==> src/rtl/instr_fetch_unit.sv <==
// instr_fetch_unit
//   Owns the fetch address, fetches one instruction word at a time from an
//   instruction memory (request/response, one request outstanding) and hands
//   each word plus its address to decode over a valid/ready handshake.
//
// Ports
//   clk, rst         clock, synchronous active-high reset
//   redirect_valid   branch/jump taken this cycle; replaces the fetch address
//   redirect_pc      redirect target (low two bits forced to zero)
//   imem_req         request to instruction memory (combinational)
//   imem_addr        word-aligned fetch address
//   imem_ready       memory accepts the request this cycle
//   imem_rvalid      response data valid
//   imem_rdata       instruction word from memory
//   inst_valid       instruction available to decode (combinational)
//   inst_ready       decode accepts the instruction
//   inst_out         buffered instruction word
//   inst_pc          address of inst_out
module instr_fetch_unit #(
  parameter int              XLEN     = 32,
  parameter logic [XLEN-1:0] RESET_PC = '0
) (
  input  logic            clk,
  input  logic            rst,
  input  logic            redirect_valid,
  input  logic [XLEN-1:0] redirect_pc,
  output logic            imem_req,
  output logic [XLEN-1:0] imem_addr,
  input  logic            imem_ready,
  input  logic            imem_rvalid,
  input  logic [XLEN-1:0] imem_rdata,
  output logic            inst_valid,
  input  logic            inst_ready,
  output logic [XLEN-1:0] inst_out,
  output logic [XLEN-1:0] inst_pc
);

  typedef enum logic [1:0] {
    S_REQ  = 2'd0,  // issue request for fetch_pc
    S_WAIT = 2'd1,  // request accepted, awaiting response
    S_HOLD = 2'd2   // instruction buffered, awaiting decode
  } state_t;

  state_t          state_reg, state_next;
  logic [XLEN-1:0] fetch_pc_reg, fetch_pc_next;
  logic            drop_reg, drop_next;
  logic [XLEN-1:0] inst_out_reg, inst_out_next;
  logic [XLEN-1:0] inst_pc_reg, inst_pc_next;
  logic [XLEN-1:0] redirect_target;

  // Fetch addresses are always word aligned.
  assign redirect_target = redirect_pc & ~(XLEN'(3));

  assign imem_addr = fetch_pc_reg;
  assign inst_out  = inst_out_reg;
  assign inst_pc   = inst_pc_reg;

  always_ff @(posedge clk) begin
    if (rst) begin
      state_reg    <= S_REQ;
      fetch_pc_reg <= RESET_PC;
      drop_reg     <= 1'b0;
      inst_out_reg <= '0;
      inst_pc_reg  <= '0;
    end else begin
      state_reg    <= state_next;
      fetch_pc_reg <= fetch_pc_next;
      drop_reg     <= drop_next;
      inst_out_reg <= inst_out_next;
      inst_pc_reg  <= inst_pc_next;
    end
  end

  // A redirect wins over every other event in every state.
  always_comb begin
    state_next    = state_reg;
    fetch_pc_next = fetch_pc_reg;
    drop_next     = drop_reg;
    inst_out_next = inst_out_reg;
    inst_pc_next  = inst_pc_reg;
    imem_req      = 1'b0;
    inst_valid    = 1'b0;

    case (state_reg)
      S_REQ: begin
        imem_req = !redirect_valid;
        if (redirect_valid) begin
          fetch_pc_next = redirect_target;
        end else if (imem_ready) begin
          state_next = S_WAIT;
        end
      end

      S_WAIT: begin
        if (redirect_valid) begin
          fetch_pc_next = redirect_target;
          if (imem_rvalid) begin
            // Response for the stale address arrives with the redirect.
            drop_next  = 1'b0;
            state_next = S_REQ;
          end else begin
            // The in-flight response belongs to the old stream; discard it
            // when it shows up.
            drop_next = 1'b1;
          end
        end else if (imem_rvalid) begin
          if (drop_reg) begin
            drop_next  = 1'b0;
            state_next = S_REQ;
          end else begin
            inst_out_next = imem_rdata;
            inst_pc_next  = fetch_pc_reg;
            fetch_pc_next = fetch_pc_reg + XLEN'(4);
            state_next    = S_HOLD;
          end
        end
      end

      S_HOLD: begin
        inst_valid = !redirect_valid;
        if (redirect_valid) begin
          // Buffered instruction is discarded, never transferred.
          fetch_pc_next = redirect_target;
          state_next    = S_REQ;
        end else if (inst_ready) begin
          state_next = S_REQ;
        end
      end

      default: begin
        state_next = S_REQ;
      end
    endcase

    // Handshake outputs stay quiet while reset is asserted.
    if (rst) begin
      imem_req   = 1'b0;
      inst_valid = 1'b0;
    end
  end

endmodule

==> config.mk <==
export PLATFORM = sky130hd
export DESIGN_NAME = instr_fetch_unit
export DESIGN_NICKNAME = d
export VERILOG_FILES = /design/src/rtl/instr_fetch_unit.sv
export SDC_FILE = /design/constraint.sdc
export NUM_CORES = 1
export LEC_CHECK = 0
export ABC_AREA = 1
export BUFFER_PORTS_ARGS = -buffer_cell sky130_fd_sc_hd__buf_4
export CORE_ASPECT_RATIO = 2
export CORE_MARGIN = 3
export CORE_UTILIZATION = 51
export CTS_BUF_LIST = sky130_fd_sc_hd__clkbuf_4
export DETAILED_ROUTE_END_ITERATION = 16
export PLACE_DENSITY = 0.84
export SLEW_MARGIN = 30
export SYNTH_ARGS = -nofsm -noshare
export SYNTH_HDL_FRONTEND = slang
export SYNTH_SLANG_ARGS = --single-unit
==> constraint.sdc <==
create_clock -name clk -period 2 [get_ports clk]
set_input_delay 0.2 -clock clk [delete_from_list [all_inputs] [get_ports clk]]
set_output_delay 0.2 -clock clk [all_outputs]
set_load 0.02 [all_outputs]
==> flow_summary.toml <==
[status]
status = "complete, no violations"

[synth]
avgSynthCellArea_um2 = 6.53
ys_seq_area_share_pct = 42.4
ys.flop_type = "dfxtp_1"
ys_ff_latch = 95
synth_top_area_cell = "dfxtp_1"
synth_edf_count = 0
yosys-top-cells-count = "165 x nor2_1, 153 x nand2_1, 95 x dfxtp_1"
synth_top_area_share_pct = 42.4
synth_area_leaders = "dfxtp_1 42%, nor2_1 14%, nand2_1 13%"
synth_most_common_cell = "nor2_1"
syn_area_um2 = 4490
yosysUniqueCellTypes = 31
ys.warnings.count = 0
syn_inst = 688
async_reset_ff_share_pct = 0

[setup_path]
cp-startpoint = "imem_addr[3]"
rr_worst_depth = 9
crit_chain = "ha_1 -> nand2_1 -> nor2_2 -> nand2_2 -> nor2_1 -> nand3_1 -> nand3_1 -> nand2_1 -> a21oi_1"
max_stage_delay_ps = 450
rr_startpoint = "imem_addr[3]"
crit_required_ps = 2390
path_delay_family = "simple AND/OR/NAND/NOR gates"
critical_path_arrival_ps = 2240
crit_slowest_cell = "dfxtp_1"
worstSetupStartpointType = "flop"
critical_path_depth = 9
end_kind = "flop"
crit_fanout = 6
crit_buf_inv = 0
crit_type = "flop to flop"

[hold_path]
hold_path_class = "input pin to flop"
min_delay_path_depth = 3
min_from = "imem_rdata[16]"

[global_routing]
grt_max_degree = 84
globalRouteOverflowTotal = 0
met3_usage_pct = 5.08
grt_usage_pct = 29.7
grt_use_met2_pct = 56.4
use_met1_pct = 28.8
busiest_layer = "met2"
antenna_found_initial = 1
grt_first_pass_wirelength_um = 23800
first_global_vias = 5040

[die]
pin_count = 168
start_util_pct = 53.4
core_um2 = 8410
fp.dieW_um = 72.3
die_area_um2 = 10000
die_h_um = 139
rows = 47

[cells_and_area]
syn2layout_area_growth_pct = 35.2
nFillCells = 705
final_cells = 960
multiInputGateArea_um2 = 2250
drive_gt1_share_pct = 23.1
largest_reg_flops = 32
fin_nets = 927
regArea_um2 = 1900

[timing]
period_share_pct = 92.4
setup_violations = 0
hold_viol = 0
finalMaxSlewViolations = 0
final.min_clock_period_ps = 1850
fmax_ghz = 0.541
rsz0062_at_grt = "false"
fin_setup_tns_ps = 0
fin_worst_skew_ps = 17.7

[pwr]
clockPowerShare_pct = 27.1
leakagePower_nw = 2.57
p_sw_share_pct = 30.1
power_mw = 3.89
max-vdd-ir-drop_mv = 0.572
seq_power_share_pct = 53.5
p_sw_mw = 1.17
internal-power_mw = 2.72
powerDensity_nw_per_um2 = 641
p_comb_share_pct = 19.4

[route]
drc = 0
final_antenna_net_count = 0
drt_iter0_drc = 278
viasPerCell = 5.45
routed_wl_um = 15300
firstDrtPassIters = 8
wl_per_cell_um = 16.0
vias = 5229

[clock_network]
cts_buffer_depth = 2
htreeDepth = 3
cts_buffers = 9
tritoncts = "built"
cts_sinks = 95
path_clk_slew_ps = 150
clk_latency_ps = 450
cts_root_buf = "clkbuf_4"

[place]
dp_hpwl_um = 11100
port_buffers = 161
placed_cells = 922
gp_congestion = 0.960

[job]
max_cap_viol_count = 0
## routing by layer
layer,wire [um],vias to the layer above,share of wire (%)
met5,0,-,0
met4,718,0,4.7
met3,1070,49,7.0
met2,8330,243,54
met1,5210,2388,34
li1,-,2549,-
## timing repair
| item | 4_1_cts | 5_1_grt |
|---|---|---|
| hold buffers | 21 | 0 |
| hold endpoints to repair | 21 | 0 |
| buffers inserted | 0 | 0 |
| gates resized for setup | 0 | 0 |
## worst register-to-register path: stages, from the launching register on
cell and delay, ps:
dfxtp_1 450, ha_1 210, nand2_1 100, nor2_2 210, nand2_2 140, nor2_1 290, nand3_1 130, nand3_1 100
nand2_1 50, a21oi_1 110
## worst paths after layout
kind | to | slack, ps
max | imem_addr[30] | 150
max reg2reg | imem_addr[30] | 150
min | inst_out[16] | 10
min reg2reg | inst_out[15] | 500
## final cells by class
class / instances / share of cell area [%]
inverter: 37 / 2.33
clock buffer: 11 / 1.36
tap: 98 / 2.02
clock inverter: 5 / 0.928
antenna: 1 / 0.0412
multi-input combinational: 520 / 37.0
sequential: 95 / 31.3
timing repair buffer: 193 / 24.9
## power groups by stage
| stage | Sequential [mW] | Combinational (mW) | Clock, mW |
|---|---|---|---|
| 6_report | 2.08 | 0.756 | 1.05 |
| 5_1_grt | 2.09 | 0.822 | 1.14 |
| 4_1_cts | 2.08 | 0.749 | 1.07 |
| 3_5_place_dp | 2.12 | 0.712 | 0 |
| 3_3_place_gp | 2.11 | 0.692 | 0 |
| 2_1_floorplan | 2.19 | 0.311 | 0 |
## kinds of logic after synthesis
group                      after synthesis  share of synthesized area, %
adders and majority gates                1                         0.279
other                                    1                        0.0835
buffers and inverters                   76                          7.83
AOI/OAI and AO/OA                      144                          16.3
and+or+nand+nor                        371                          33.1
DFF                                     95                          42.4
## stage by stage
stage                     utilization [%]  area [um^2]  setup WS, ps  hold slack, ps
after detailed placement             68.0         5720           217             462
after floorplan                         -         4500           385             360
final                                72.2         6070           153            14.7
after global routing                 72.2         6070          25.4            8.66
after global placement               68.0         5720           219             451
after CTS                            72.1         6070           188           0.196
## layout by cell type (no fill, tap or decap), types with 3 or more instances in the layout
cell,n
inv_1,34
a21oi_1,55
clkbuf_4,11
dfxtp_1,95
nand2_1,153
nor2_2,4
conb_1,4
nor2_1,165
o21ai_0,83
buf_4,171
nor3_1,3
dlygate4sd3_1,21
nand3_1,32
nand4_1,6
(Power assumes the default switching activity.)
